## config.mk

```make
export PLATFORM = sky130hd
export DESIGN_NAME = rr_bus_arbiter_8
export DESIGN_NICKNAME = d
export VERILOG_FILES = /design/src/rtl/rr_bus_arbiter_8.sv
export SDC_FILE = /design/constraint.sdc
export NUM_CORES = 1
export LEC_CHECK = 0
export ABC_AREA = 1
export CELL_PAD_IN_SITES_DETAIL_PLACEMENT = 1
export CELL_PAD_IN_SITES_GLOBAL_PLACEMENT = 1
export CORE_MARGIN = 2
export CORE_UTILIZATION = 34
export CTS_CLUSTER_DIAMETER = 120
export DETAILED_ROUTE_END_ITERATION = 8
export PLACE_DENSITY_LB_ADDON = 0.1
export SKIP_LAST_GASP = 1
export SLEW_MARGIN = 25
export SYNTH_ARGS = -nofsm -noshare
export SYNTH_HDL_FRONTEND = slang
export SYNTH_SLANG_ARGS = --single-unit
```

## constraint.sdc

```tcl
create_clock -name Clk -period 2.9 [get_ports Clk]
set_input_delay 0.29 -clock Clk [delete_from_list [all_inputs] [get_ports Clk]]
set_output_delay 0.29 -clock Clk [all_outputs]
set_load 0.03 [all_outputs]
```

## src/rtl/rr_bus_arbiter_8.sv

```systemverilog
// rr_bus_arbiter_8
// Round-robin owner sequencer for the shared 16-bit, 8-input result bus.
// Eight level requesters share the bus. The arbiter picks an owner by
// rotating priority, caps each ownership at MAX_HOLD cycles, and inserts
// one idle turnaround cycle after every release.
//
// Parameters:
//   MAX_HOLD  maximum consecutive grant cycles per ownership (1..255)
// Ports:
//   Clk     in   1  system clock, all state updates on the rising edge
//   Reset   in   1  synchronous active-high reset
//   Req     in   8  level requests, bit i asks for mux input i
//   Sel     out  3  registered mux select (current or last owner)
//   Grant   out  8  registered one-hot grant, zero when nobody owns the bus
//   Valid   out  1  registered, high exactly when Grant != 0
module rr_bus_arbiter_8 #(
    parameter int MAX_HOLD = 4
) (
    input  logic       Clk,
    input  logic       Reset,
    input  logic [7:0] Req,
    output logic [2:0] Sel,
    output logic [7:0] Grant,
    output logic       Valid
);

    localparam int              HW       = $clog2(MAX_HOLD + 1);
    localparam logic [HW-1:0]   HOLD_MAX = HW'(MAX_HOLD);

    typedef enum logic {
        IDLE = 1'b0,
        BUSY = 1'b1
    } state_t;

    state_t          state_q,    state_d;
    logic [2:0]      ptr_q,      ptr_d;
    logic [HW-1:0]   hold_cnt_q, hold_cnt_d;
    logic [2:0]      sel_q,      sel_d;
    logic [7:0]      grant_q,    grant_d;
    logic            valid_q,    valid_d;

    // Requests rotated so that bit 0 is the highest-priority index (ptr_q).
    // The 3-bit sum wraps naturally mod 8.
    logic [7:0] req_rot;
    for (genvar gi = 0; gi < 8; gi++) begin : g_rot
        assign req_rot[gi] = Req[ptr_q + 3'(gi)];
    end

    // Lowest set bit of the rotated vector is the winner's offset from ptr_q.
    logic [2:0] win_off;
    always_comb begin
        win_off = 3'd0;
        for (int i = 7; i >= 0; i--) begin
            if (req_rot[i]) begin
                win_off = 3'(i);
            end
        end
    end

    logic [2:0] winner;
    assign winner = ptr_q + win_off;

    // Release on owner drop or hold cap; both together still mean one release.
    logic release_now;
    assign release_now = !Req[sel_q] || (hold_cnt_q == HOLD_MAX);

    always_comb begin
        state_d    = state_q;
        ptr_d      = ptr_q;
        hold_cnt_d = hold_cnt_q;
        sel_d      = sel_q;
        grant_d    = grant_q;
        valid_d    = valid_q;
        case (state_q)
            IDLE: begin
                // Sel deliberately keeps the last owner while idle.
                grant_d = 8'h00;
                valid_d = 1'b0;
                if (Req != 8'h00) begin
                    sel_d      = winner;
                    grant_d    = 8'h01 << winner;
                    valid_d    = 1'b1;
                    hold_cnt_d = HW'(1);
                    state_d    = BUSY;
                end
            end
            BUSY: begin
                // Other requesters are ignored here; they compete at the next
                // IDLE pick, where the old owner is demoted to lowest priority.
                if (release_now) begin
                    grant_d    = 8'h00;
                    valid_d    = 1'b0;
                    ptr_d      = sel_q + 3'd1;
                    hold_cnt_d = '0;
                    state_d    = IDLE;
                end else begin
                    hold_cnt_d = hold_cnt_q + HW'(1);
                end
            end
            default: begin
                state_d = IDLE;
                grant_d = 8'h00;
                valid_d = 1'b0;
            end
        endcase
    end

    always_ff @(posedge Clk) begin
        if (Reset) begin
            state_q    <= IDLE;
            ptr_q      <= 3'd0;
            hold_cnt_q <= '0;
            sel_q      <= 3'd0;
            grant_q    <= 8'h00;
            valid_q    <= 1'b0;
        end else begin
            state_q    <= state_d;
            ptr_q      <= ptr_d;
            hold_cnt_q <= hold_cnt_d;
            sel_q      <= sel_d;
            grant_q    <= grant_d;
            valid_q    <= valid_d;
        end
    end

    assign Sel   = sel_q;
    assign Grant = grant_q;
    assign Valid = valid_q;

endmodule

```

Word-level counts from Yosys, hierarchy flattened. Index checks and enable logic that the tools add are counted.

Bits in registers: 19. Input bits: 10. Output and inout bits: 12. Logic and storage cells: 72.

Add/sub/neg operators: 10. $lt $le $gt $ge: 9. Equality and inequality tests: 3. Shifts and indexed selects: 1. Muxes and demuxes: 37. Bitwise logic cells: 1. Reduce and logical (&&, ||, !) cells: 5.

Operators by type and width (count): less-than comparator 3 x 4 -> 1 bit (second input constant) (9); two-way mux 3 bit (10); binary-select mux 1 bit (select 3 bit) (9); two-way mux 8 bit (2); case mux 8 bit (2 select lines) (1); adder 3 bit (second input constant) (4); two-way mux 1 bit (12); adder 3 x 1 -> 3 bit (second input constant) (3); nonzero test 8 bit (1); left shift 1 x 3 -> 8 bit (first input constant) (1); adder 3 x 2 -> 3 bit (second input constant) (2); case mux 3 bit (2 select lines) (1); case mux 1 bit (2 select lines) (2); AND reduction 2 bit (2); adder 3 bit (1); == test 3 bit (second input constant) (1); inequality test 2 x 1 -> 1 bit (second input constant) (1); inequality test 2 bit (second input constant) (1); logical NOT 1 bit (1); logical OR 1 bit (1); NOT 1 bit (1).

Depth between registers and ports, before layout.
Word-level depth: 15. Depth in mapped cells: 20. Gate-level depth less buffers: 19.

Worst setup path after synthesis. No wires, ideal clock.

Kind: register -> register. Start point: register ptr_q[1]. End point: register grant_q[0] (netlist: Grant[0]). Library setup time: 0.135 ns. Arrival: 2.862 ns. Data required time: 2.765 ns. Path slack: -0.096 ns. Stages on the path, launching flop included: 21. Path buffers: 1. Clock period less this slack: 2.996 ns. Cell sequence: dfxtp_1 > buf_2 > inv_2 > ha_1 > inv_1 > nand3_1 > nand3_1 > a21oi_1 > o21bai_1 > nand2_1 > nand2_1 > a21boi_0 > ha_1 > inv_1 > fa_1 > xor2_1 > inv_1 > nand3_4 > nand2_4 > nand2_2 > a21oi_2.

Cells in the longest elaborated chain, start to end: 15. Elaborated cells between the ends (all ways): 35. Those cells by class: add/sub (8); shift (1); mux (26).

RTL lines: start: declaration (RTL line 36) `logic [2:0] ptr_q, ptr_d;`; start signal: assignment (RTL line 118) `ptr_q <= ptr_d;`; adder 3 bit (RTL line 46) `assign req_rot[gi] = Req[ptr_q + 3'(gi)];`; binary-select mux 1 bit (select 3 bit) (RTL line 46); two-way mux 1 bit (not written as such) (RTL line 46); two-way mux 3 bit (8 in series) (RTL line 54) `if (req_rot[i]) begin`; adder 3 bit (*) (RTL line 61) `assign winner = ptr_q + win_off;`; left shift 1 x 3 -> 8 bit (*) (RTL line 81) `grant_d = 8'h01 << winner;`; two-way mux 8 bit (*) (RTL line 79) `if (Req != 8'h00) begin`; case mux 8 bit (2 select lines) (*) (RTL line 74) `case (state_q)`; end signal: assignment (RTL line 121) `grant_q <= grant_d;`; end: declaration (RTL line 39) `logic [7:0] grant_q, grant_d;`.

Mark *: on every way between the ends. The rest lies on a longest branch, timed or not. The select of a mux whose other input is x is not followed. A chain may end at the register's enable or synchronous reset.

Worst setup path in the final report.
Start point: register ptr_q[0]. End point: register grant_q[5] (netlist: Grant[5]).

Same word-level chain as after synthesis.

==> metrics <==
initial antenna violation count=0; top cell type by total area after synthesis=dfxtp_1; internal cell power=1.25 mW; chip height=70.0 microns; worst vdd ir=0.464 mV; worst-skew pair later-pin latency=0.26 ns; final setup violation count=0; met1 Use GR=0.237; drt initial violations=62; Fmax=0.371 GHz; top post-synthesis cells by area=dfxtp_1, nand2_1, nand3_1; final slew viol count=0; hpwl dp=3360 microns; CP max stage delay=0.54 ns; met2 usage=0.294; Critical Path RT=3.09 ns; Flop pwr share=0.164; GRT met3 Usage=0.0231; Switching Fraction=0.508; Buf/Inv on CP=4; Core ar.=0.00409 sq mm; n_diodes=0; Seq/Total Area, Yosys=0.257; Net Count, Synth=235; CP Launch Type=flop; status=finished clean; Final nets=275; vias per cell=4.82; Hold Crit Class=flop to flop; minimum clock period after layout=2.70 ns; Post-synth EDFFs=0; antenna viol nets, final=0; synth unique cells=32; Reg clk slew, reported paths=0.08 ns; total CTS buffers=3; measured slew at the worst slew-check pin=0.530 ns; Clk network pwr share=0.073; CTS H-tree depth=1; IO buf count=21; Synth top area share=0.257; Crit Path Max Fanout=4; drt pass-1 iters=4; total gr overflow=0; overall power=2.54 mW; most frequent cell after synthesis=nand2_1; CTS Buffer Depth=2; Routed WL=3950 microns; Crit Path Category=flop to flop; yosys warns=0; number of fill cells=529; syn avg cell area=6.78 sq um; synthesis-to-finish area growth=34.5%; starting density of the core=0.362; die area=0.00489 sq mm; largest net degree at the start of global routing=13; area of the mapped netlist=0.00148 sq mm; final worst setup slack=0.203 ns; Post-synth top cells=nand2_1, nand3_1, inv_1; number of I/O pins=22; gr busiest metal=met2; Async SR Flop Fraction=0; total leakage power=0.858 nW; Worst Hold Launch=Grant[4]$_SDFFE_PP0P_; pre-CTS WS=-0.170 ns; Max-slew headroom=0.646; WP data arrival=2.88 ns; Root Driver=clkbuf_8; Comb pwr share=0.763; crit path from=ptr_q[0]$_SDFFE_PP0P_; aggregate global-route resource usage=0.172; Main synth FF type=dfxtp_1; FF-to-FF Start=ptr_q[0]$_SDFFE_PP0P_; delay-heaviest family, CP=adder cells; share of post-route cells with drive strength above 1=0.280; first-pass GRT wire length=7080 microns; PD cells=1270 mW/mm^2; WL per Instance=12.9 microns; Vias=1,480; Final Cycle Share=0.930; CTS tree=done; Sinks on Clock Net=19; slowest CP cell=fa_2; FF+latch count, synth=19; Mapped Cells=218; drt drc=0; Worst Skew=0.0129 ns; row cnt=23; Crit. End Element=flop; Sw Pwr=1.29 mW; GPL Wtd Cong=0.824; maxcap violations=0; CP cell instances=inv_6 > ha_4 > buf_4 > nand3_2 > nand3_2 > a21oi_2 > o21bai_1 > nand2_1 > nand2_1 > a21boi_2 > ha_2 > inv_1 > fa_2 > inv_1 > nor2_1 > nand3_1 > a21oi_1; vias in the first global route=1,546; RSZ-0062 raised after global routing=no; Final Hold Viols=0; Die X=70.0 microns
==> cell families (layout without fill, tap and decap cells) <==
kind of cell,count (synthesis),in the layout,share of synthesized area
XOR/XNOR,7,7,0.0465
AO/OA/AOI/OAI,33,33,0.130
flip-flops,19,19,0.257
adder cells (fa/ha/maj),7,7,0.0643
AND/OR/NAND/NOR,126,126,0.421
buffers and inverters,26,65,0.0804
==> tightest hold or removal path, delay by kind of cell (launching register included) <==
kind / cells / cell delay, ns
DFF: 1 / 0.31
AOI/OAI and AO/OA: 1 / 0.06
and+or+nand+nor: 1 / 0.06
==> final cells by class <==
class / instances / area [sq um] / area share
Clock buffer: 3 / 41.3 / 0.0208
Clock inverter: 1 / 5.00 / 0.00252
Inverter: 22 / 87.6 / 0.0440
Multi-Input combinational cell: 173 / 1060 / 0.534
Sequential cell: 19 / 385 / 0.194
Tap cell: 50 / 62.6 / 0.0314
Timing Repair Buffer: 39 / 345 / 0.174
==> state kept, by name, summed over array words and instances, names as in the netlist <==
register    cells
hold_cnt_q      3
Grant           8
Valid           1
state_q         1
ptr_q           3
Sel             3
==> per-stage QoR <==
stage	TNS [ns]	hold slack (ns)	area, sq um	instances	utilization
2_1_floorplan	0	0.359	1500	218	-
3_3_place_gp	-0.622	0.455	1880	303	0.459
3_5_place_dp	-1.23	0.462	1880	303	0.459
4_1_cts	0	0.473	1930	307	0.471
5_1_grt	0	0.493	1990	307	0.487
6_report	0	0.471	1990	307	0.487
==> final timing paths <==
kind	to	slack, ns	cells past startpoint
setup reg to reg	Grant[5]$_SDFFE_PP0P_	0.20	17
hold / removal	Grant[4]$_SDFFE_PP0P_	0.47	2
hold reg to reg	Grant[4]$_SDFFE_PP0P_	0.47	2
setup / recovery	Grant[5]$_SDFFE_PP0P_	0.20	17
==> power by group through the flow <==
stage | clock [mW] | combinational [mW] | sequential, mW
after floorplan | 0 | 1.18 | 0.484
after global routing | 0.199 | 2.17 | 0.432
after CTS | 0.191 | 1.85 | 0.413
final | 0.186 | 1.93 | 0.415
after detailed placement | 0 | 1.83 | 0.418
after global placement | 0 | 1.80 | 0.416
==> per-layer routing <==
layer / share of wire / wire, microns / vias up
met5: 0 / 0 / -
met4: 0.0025 / 10 / 0
met3: 0.012 / 48 / 2
met2: 0.48 / 1910 / 6
met1: 0.50 / 1970 / 691
li1: - / - / 781
==> cells in the final DEF (no fill, tap or decap), drive strengths merged, types with 6 or more instances in the layout <==
| cell | instances |
|---|---|
| nand3 | 33 |
| o21ai | 10 |
| nor2 | 15 |
| buf | 18 |
| nand2 | 74 |
| ha | 6 |
| dfxtp | 19 |
| a21oi | 18 |
| clkdlybuf4s50 | 21 |
| inv | 22 |
==> repair_timing <==
| action | 4_1_cts | 5_1_grt |
|---|---|---|
| pin swaps | 0 | 3 |
| setup endpoints to repair | 7 | 9 |
| hold buffers | 0 | 0 |
| buffers inserted | 0 | 0 |
| gates resized for setup | 2 | 18 |
Power figures use the tool's default switching activity.
